**src/rtl/cpu_sequencer.sv**
```systemverilog
// Multi-cycle fetch/decode/exec/mem sequencer owning pc and ir and arbitrating the single memory port.
// Optional memory-wait timeout to FAULT is enabled with `define SEQ_TIMEOUT_EN.
//
// state  | meaning
// FETCH  | mem_req at pc, wait for mem_ready, latch ir, pc+1
// DECODE | one settle cycle for decoder/register file, no strobes
// EXEC   | dispatch on op_class: ALU commit, branch/jump pc update, or go to MEM
// MEM    | data access at dp_addr (write for STORE), LOAD commits on mem_ready
// HALT   | stopped, all strobes low, left only through CLR
// FAULT  | memory wait timed out, all strobes low, left only through CLR
module cpu_sequencer #(
    parameter logic [15:0] RESET_PC       = 16'h0000,
    parameter int          TIMEOUT_CYCLES = 255
) (
    input  logic        CLK,
    input  logic        CLR,
    input  logic [17:0] mem_dout,
    input  logic        mem_ready,
    input  logic [2:0]  op_class,
    input  logic [4:0]  flags,
    input  logic [15:0] dp_addr,
    output logic [17:0] ir,
    output logic [15:0] pc,
    output logic [15:0] mem_addr,
    output logic        mem_req,
    output logic        mem_we,
    output logic        reg_we,
    output logic        flags_we,
    output logic        halted,
    output logic        fault
);

    typedef enum logic [2:0] {
        FETCH  = 3'd0,
        DECODE = 3'd1,
        EXEC   = 3'd2,
        MEM    = 3'd3,
        HALT   = 3'd4,
        FAULT  = 3'd5
    } state_t;

    localparam logic [2:0] OP_ALU    = 3'd0;
    localparam logic [2:0] OP_LOAD   = 3'd1;
    localparam logic [2:0] OP_STORE  = 3'd2;
    localparam logic [2:0] OP_BRANCH = 3'd3;
    localparam logic [2:0] OP_JUMP   = 3'd4;
    localparam logic [2:0] OP_HALT   = 3'd5;

    state_t      state, state_nx;
    logic [15:0] pc_r, pc_nx;
    logic [17:0] ir_r, ir_nx;
    logic        store_r, store_nx;
    logic        taken;
    logic        mem_wait;
    logic        wait_expired;

    // flag F is not a branch condition source
    logic unused_bits;
    assign unused_bits = &{1'b0, flags[2]};

    assign ir       = ir_r;
    assign pc       = pc_r;
    assign halted   = (state == HALT) || (state == FAULT);
    assign mem_wait = ((state == FETCH) || (state == MEM)) && !mem_ready;

    always_comb begin
        case (ir_r[11:8])
            4'd0:    taken = flags[1];
            4'd1:    taken = !flags[1];
            4'd2:    taken = flags[4];
            4'd3:    taken = !flags[4];
            4'd4:    taken = flags[3];
            4'd5:    taken = !flags[3];
            4'd6:    taken = flags[0];
            4'd7:    taken = !flags[0];
            4'd14:   taken = 1'b1;
            default: taken = 1'b0;
        endcase
    end

`ifdef SEQ_TIMEOUT_EN
    logic [7:0] wait_cnt;

    always_ff @(posedge CLK) begin
        if (CLR || !mem_wait) begin
            wait_cnt <= 8'd0;
        end else begin
            wait_cnt <= wait_cnt + 8'd1;
        end
    end

    assign wait_expired = mem_wait && (wait_cnt == 8'(TIMEOUT_CYCLES - 1));
    assign fault        = (state == FAULT);
`else
    logic unused_cfg;
    assign unused_cfg   = &{1'b0, TIMEOUT_CYCLES[0]};
    assign wait_expired = 1'b0;
    assign fault        = 1'b0;
`endif

    always_comb begin
        state_nx = state;
        pc_nx    = pc_r;
        ir_nx    = ir_r;
        store_nx = store_r;
        mem_req  = 1'b0;
        mem_we   = 1'b0;
        reg_we   = 1'b0;
        flags_we = 1'b0;
        mem_addr = pc_r;

        case (state)
            FETCH: begin
                mem_req = 1'b1;
                if (mem_ready) begin
                    ir_nx    = mem_dout;
                    pc_nx    = pc_r + 16'd1;
                    state_nx = DECODE;
                end
            end
            DECODE: state_nx = EXEC;
            EXEC: begin
                state_nx = FETCH;
                case (op_class)
                    OP_ALU: begin
                        reg_we   = 1'b1;
                        flags_we = 1'b1;
                    end
                    OP_LOAD: begin
                        store_nx = 1'b0;
                        state_nx = MEM;
                    end
                    OP_STORE: begin
                        store_nx = 1'b1;
                        state_nx = MEM;
                    end
                    OP_BRANCH: begin
                        // pc already points past the branch, displacement is relative to that
                        if (taken) pc_nx = pc_r + {{8{ir_r[7]}}, ir_r[7:0]};
                    end
                    OP_JUMP: pc_nx = dp_addr;
                    OP_HALT: state_nx = HALT;
                    default: state_nx = FETCH;
                endcase
            end
            MEM: begin
                mem_req  = 1'b1;
                mem_we   = store_r;
                mem_addr = dp_addr;
                if (mem_ready) begin
                    reg_we   = !store_r;
                    state_nx = FETCH;
                end
            end
            default: state_nx = state;
        endcase

        if (wait_expired) state_nx = FAULT;

        if (CLR) begin
            mem_req  = 1'b0;
            mem_we   = 1'b0;
            reg_we   = 1'b0;
            flags_we = 1'b0;
        end
    end

    always_ff @(posedge CLK) begin
        if (CLR) begin
            state   <= FETCH;
            pc_r    <= RESET_PC;
            ir_r    <= 18'd0;
            store_r <= 1'b0;
        end else begin
            state   <= state_nx;
            pc_r    <= pc_nx;
            ir_r    <= ir_nx;
            store_r <= store_nx;
        end
    end

endmodule

```
**config.mk**
```make
export PLATFORM = sky130hd
export DESIGN_NAME = cpu_sequencer
export DESIGN_NICKNAME = d
export VERILOG_FILES = /design/src/rtl/cpu_sequencer.sv
export SDC_FILE = /design/constraint.sdc
export NUM_CORES = 1
export LEC_CHECK = 0
export CORE_UTILIZATION = 43
export CTS_CLUSTER_DIAMETER = 60
export CTS_CLUSTER_SIZE = 30
export DETAILED_ROUTE_END_ITERATION = 12
export GPL_TIMING_DRIVEN = 0
export PLACE_DENSITY = 0.78
export SYNTH_ARGS = -nofsm -noshare
export SYNTH_HDL_FRONTEND = slang
export SYNTH_SLANG_ARGS = --single-unit
```
**constraint.sdc**
```tcl
create_clock -name CLK -period 2 [get_ports CLK]
set_input_delay 0.4 -clock CLK [delete_from_list [all_inputs] [get_ports CLK]]
set_output_delay 0.4 -clock CLK [all_outputs]
set_load 0.02 [all_outputs]
```
After elaboration in Yosys (flattened, before gate mapping)
Index checks and enable logic that the tools add are counted.
{"block": "classes", "addsub": 2, "eq_ne": 22, "mux": 21, "n_reduce_logical": 18}
{"op": "one-hot mux 16 bit (2 select lines)", "count": 2}
{"op": "2-to-1 mux 16 bit", "count": 3}
{"op": "adder 16 x 1 -> 16 bit, second input constant", "count": 1}
{"op": "adder 16 bit", "count": 1}
{"op": "== test 4 x 3 -> 1 bit, second input constant", "count": 4}
{"op": "== test 3 x 2 -> 1 bit, second input constant", "count": 4}
{"op": "== test 3 bit, second input constant", "count": 4}
{"op": "one-hot mux 3 bit (4 select lines)", "count": 1}
{"op": "2-to-1 mux 1 bit", "count": 9}
{"op": "one-hot mux 1 bit (9 select lines)", "count": 1}
{"op": "== test 4 x 2 -> 1 bit, second input constant", "count": 2}
{"op": "== test 3 x 1 -> 1 bit, second input constant", "count": 2}
{"op": "logical NOT 3 bit", "count": 2}
{"op": "2-to-1 mux 3 bit", "count": 2}
{"op": "one-hot mux 3 bit (2 select lines)", "count": 1}
{"op": "logical NOT 1 bit", "count": 5}
{"op": "== test 4 x 1 -> 1 bit, second input constant", "count": 1}
{"op": "== test 4 bit, second input constant", "count": 1}
{"op": "logical NOT 4 bit", "count": 1}
{"op": "!= test 2 bit, second input constant", "count": 2}
{"op": "one-hot mux 1 bit (2 select lines)", "count": 2}
{"op": "AND reduction 2 bit", "count": 2}
{"op": "AND reduction 4 bit", "count": 1}
{"op": "nonzero test 2 bit", "count": 2}
{"op": "6 further kinds", "count": 7}
{"block": "totals", "register_bits": 38, "in_bits": 45}

Longest topological paths before layout
{"block": "depth", "depth_word": 5, "ltp_mapped": 9, "mapped_depth_nobuf": 8}

Worst setup path before layout
Ideal clock, no wire load.
{"block": "synth_timing", "path_kind": "register to register", "startpoint": "register pc_r[0], in the netlist pc[0]", "endpoint": "register pc_r[14], in the netlist pc[14]", "setup_time_ns": 0.092, "t_arrival_ns": 2.242, "t_required_ns": 1.908, "slack_ns": -0.334, "path_stages_with_launch": 9, "synth_period_minus_slack_ns": 2.334, "cell_sequence": "dfxtp_1 -> ha_1 -> fa_1 -> a21oi_1 -> o21ai_0 -> o21ai_0 -> o22ai_1 -> mux2_2 -> o32ai_1"}
{"block": "synth_between", "elab_chain_cells": 4, "word_cells_on_any_way": 6, "classes_between": "add/sub: 2; mux: 4"}
{"element": "start: declaration", "line": "50", "text": "logic [15:0] pc_r, pc_nx;"}
{"element": "start signal: assignment", "line": "176", "text": "pc_r <= pc_nx;"}
{"element": "adder 16 bit", "line": "139", "text": "if (taken) pc_nx = pc_r + {{8{ir_r[7]}}, ir_r[7:0]};"}
{"element": "2-to-1 mux 16 bit", "line": "139"}
{"element": "one-hot mux 16 bit (2 select lines)", "line": "124", "text": "case (op_class)"}
{"element": "one-hot mux 16 bit (2 select lines) (*)", "line": "112", "text": "case (state)"}
Mark *: on every way between the ends. The rest lies on a longest branch, timed or not. The select of a mux whose other input is x is not followed.
A chain may end at the register's enable or synchronous reset.

Final worst setup path
{"block": "layout_timing", "startpoint": "register state[2]", "endpoint": "output reg_we"}
{"block": "layout_between", "elab_chain_cells": 3, "word_cells_on_any_way": 4, "classes_between": "eq/ne: 2; mux: 2"}
{"element": "start: declaration", "line": "49", "text": "state_t state, state_nx;"}
{"element": "start signal: assignment", "line": "175", "text": "state <= state_nx;"}
{"element": "== test 3 x 2 -> 1 bit", "line": "112"}
{"element": "one-hot mux 1 bit (2 select lines) (*)", "line": "112"}
{"element": "2-to-1 mux 1 bit (*)", "line": "160", "text": "if (CLR) begin"}
{"element": "end: declaration", "line": "27", "text": "output logic reg_we,"}
Mark *: on every way between the ends. The rest lies on a longest branch, timed or not.

==> flow_summary.yaml <==
outcome:
  outcome: "finished, violations left"
  violations: "negative setup slack"
routing:
  vias_per_cell: 6.171
  final_antenna_net_count: 0
  dr.pass1.iters: 7
  routedWlPerCell_um: 19.55
  drtIter0Drc: 368
  drc: 0
  wl_um: 13140
  vias: 4147
global_route:
  antenna_found_initial: 0
  grt_max_degree: 14
  grt_pass1_vias: 3898
  gr-total-overflow: 0
  grt_usage_pct: 33.11
  grt_first_pass_wirelength_um: 19570
timing:
  skew_ns: 0.01143
  hold_violations: 0
  maxSlewViolCount: 0
  period_share_pct: 117.2
  setup_viol: 34
  tightest_slew_ns: 0.6567
  holdWs_ns: 0.4106
  max_freq_mhz: 426.8
  rsz0062_at_grt: "true"
  timing.final.crit_period_ns: 2.343
  max-slew-margin-rel_pct: 56.22
  worst_slack_ns: -0.3433
  setup-tns-final_ns: -4.715
worst_setup_path:
  slowest_stage: "or3b_4"
  crit_chain: "or3b_4 > clkbuf_16 > nor2_4 > nand2_2 > o21ai_1 > and4b_2 > buf_6"
  slowest_delay_ns: 0.43
  crit_type: "register to output pin"
  crit_required_ns: 1.60
  crit_path_max_fanout: 3
  crit_family: "simple AND/OR/NAND/NOR gates"
  end_kind: "output pin"
  cp_data_arrival_time_ns: 1.94
  cp_num_buf_inv: 2
  worstSetupStartpointType: "register"
clock_tree:
  cts_buffers: 5
  ctsRootBufferMaster: "clkbuf_8"
  clockBufferDepth: 2
  htreeDepth: 2
  cts_hold_buf: 0
  cts.sinks: 38
  cts_tree: "built"
  clk_latency_ns: 0.30
  clk_pin_slew_ns: 0.08
finish:
  syn2layout_area_growth_pct: 59.25
  fillers: 517
  drive_above_1_share_pct: 30.21
  final_nets: 637
  multiInputGateArea_sq_mm: 0.002549
  instances_no_fill: 672
  ff_latch_area_sq_um: 802.0
  antenna_cells: 0
logic_synthesis:
  netlist_area_sq_mm: 0.003166
  synth_area_leader_cell: "dfxtp_1"
  synth_flop_cell: "dfxtp_1"
  syn_inst: 439
  synth_edf_count: 0
  ys_warn_count: 0
  synth_cell_type_count: 56
  synthArstFlopShare_pct: 0
  synth_most_common_cell: "nand2_1"
  post-synth-top-area-fraction_pct: 24.03
  avgSynthCellArea_sq_um: 7.211
  synth_nets: 501
  ys_seq_area_share_pct: 24.03
  ys_top_cells_by_area: "dfxtp_1, nand2_1, a21oi_1"
  synth_common_cells: "nand2_1, a21oi_1, dfxtp_1"
  ys_ff_latch: 38
pwr:
  switching_share_pct: 37.00
  p_per_area_mw_per_mm2: 476.9
  seqPwrFrac_pct: 36.7
  vdd_drop_max_v: 0.0004267
  internal_power_uw: 1515
  p_comb_share_pct: 40.2
  power_uw: 2404
  clock_power_share_pct: 23.1
  leakagePower_uw: 0.001939
  switchingPower_uw: 889.6
flow_run:
  cap_viol_max_count: 0
min_path:
  hold_path.class: "input pin to register"
floorplanning:
  initial_core_util_pct: 45.59
  core_sq_mm: 0.006944
  fp.dieH_um: 87.80
  num_rows: 30
  die_w_um: 87.80
  dieArea_sq_mm: 0.007709
  ioPinCount: 101
placement:
  io_buffers: 96
  numPlacedInstances: 631
  gp_congestion: 0.9818
  dp_hpwl_um: 8337
[state kept, by name (all words and copies together) (netlist names)]
register,count
state,3
ir,18
store_r,1
pc,16
[power groups by stage]
stage | Combinational (uW) | Clock, uW | Sequential [uW]
5_1_grt | 1030 | 586 | 888
6_report | 966 | 556 | 882
4_1_cts | 867 | 549 | 879
2_1_floorplan | 397 | 0 | 925
3_3_place_gp | 763 | 0 | 889
3_5_place_dp | 774 | 0 | 891
[metal layers]
metal  vias up  wire length [um]  track usage (%)
met5         -                 0                0
met4         0               459            17.14
met3        45              1241            6.880
met2       274              6381            56.87
met1      1944              5056            38.78
li1       1884                 -                -
[cell type report]
class / count / area share, %
Multi-Input combinational cell: 364 / 50.56
Inverter: 6 / 0.4468
Buffer: 23 / 3.549
Clock buffer: 5 / 1.365
Timing Repair Buffer: 137 / 25.37
Clock inverter: 3 / 0.4219
Tap cell: 96 / 2.383
Sequential cell: 38 / 15.91
[cell families (layout without fill, tap and decap cells)]
group,after synthesis,after routing,synth area share (%)
AND/OR/NAND/NOR,180,180,27.27
AO/OA/AOI/OAI,127,127,24.27
flip-flops,38,38,24.03
buffers and inverters,37,174,4.901
multiplexers,23,23,8.024
adder cells (fa/ha/maj),17,17,6.956
XOR/XNOR,16,16,4.427
other,1,1,0.1185
[worst min-delay path, stage by stage]
cell	delay, ns
buf_8	0.10
nand2_1	0.05
nand2_1	0.06
a21oi_1	0.06
[cells in the final DEF, fill, tap and decap left out, types with 5 or more instances in the layout]
| cell type | Yosys | routed |
|---|---|---|
| inv_1 | 5 | 5 |
| xor2_1 | 8 | 8 |
| a31oi_1 | 6 | 5 |
| nor2_1 | 28 | 24 |
| buf_4 | 1 | 40 |
| nand2_2 | 0 | 5 |
| dfxtp_4 | 0 | 7 |
| nand3_1 | 17 | 17 |
| nor3_1 | 12 | 11 |
| ha_1 | 16 | 8 |
| clkdlybuf4s50_1 | 0 | 71 |
| buf_2 | 4 | 7 |
| xnor2_1 | 8 | 8 |
| nand2_1 | 78 | 73 |
| buf_6 | 1 | 19 |
| mux2_4 | 0 | 5 |
| o21ai_1 | 0 | 9 |
| and3_1 | 6 | 5 |
| dfxtp_1 | 38 | 19 |
| o21ai_0 | 32 | 20 |
| mux2_2 | 19 | 14 |
| clkbuf_8 | 0 | 5 |
| a21oi_2 | 0 | 9 |
| dfxtp_2 | 0 | 12 |
| clkbuf_1 | 25 | 8 |
| a21oi_1 | 53 | 43 |
| nand3b_1 | 5 | 5 |
| nand4_1 | 7 | 7 |
[metrics by stage]
step                      util, %  worst slack, ns  cell area [sq um]
after floorplan                 -         -0.04864               3223
after global placement      61.98          -0.8764               4304
after detailed placement    61.98          -0.9513               4304
after CTS                   69.44          -0.2662               4822
after global routing        72.59          -0.3735               5041
final                       72.59          -0.3433               5041
[final timing paths]
| path | startpoint | cells past startpoint | slack, ns | end |
|---|---|---|---|---|
| setup / recovery | state[2]$_SDFFE_PP0P_ | 7 | -0.34 | reg_we |
| hold / removal | op_class[0] | 4 | 0.41 | store_r$_SDFFE_PP0P_ |
| hold reg to reg | ir[16]$_SDFFE_PP0P_ | 2 | 0.46 | ir[16]$_SDFFE_PP0P_ |
| setup reg to reg | state[2]$_SDFFE_PP0P_ | 9 | -0.18 | pc[7]$_SDFFE_PP0P_ |
[repair_timing]
item / CTS / global route
setup endpoints to repair: 39 / 49
resized for setup: 184 / 59
endpoints found under the hold margin: 0 / 0
cloned: 1 / 0
pin swaps: 17 / 8
setup buffers: 26 / 15
No activity file was read; power rests on OpenSTA's default activity.
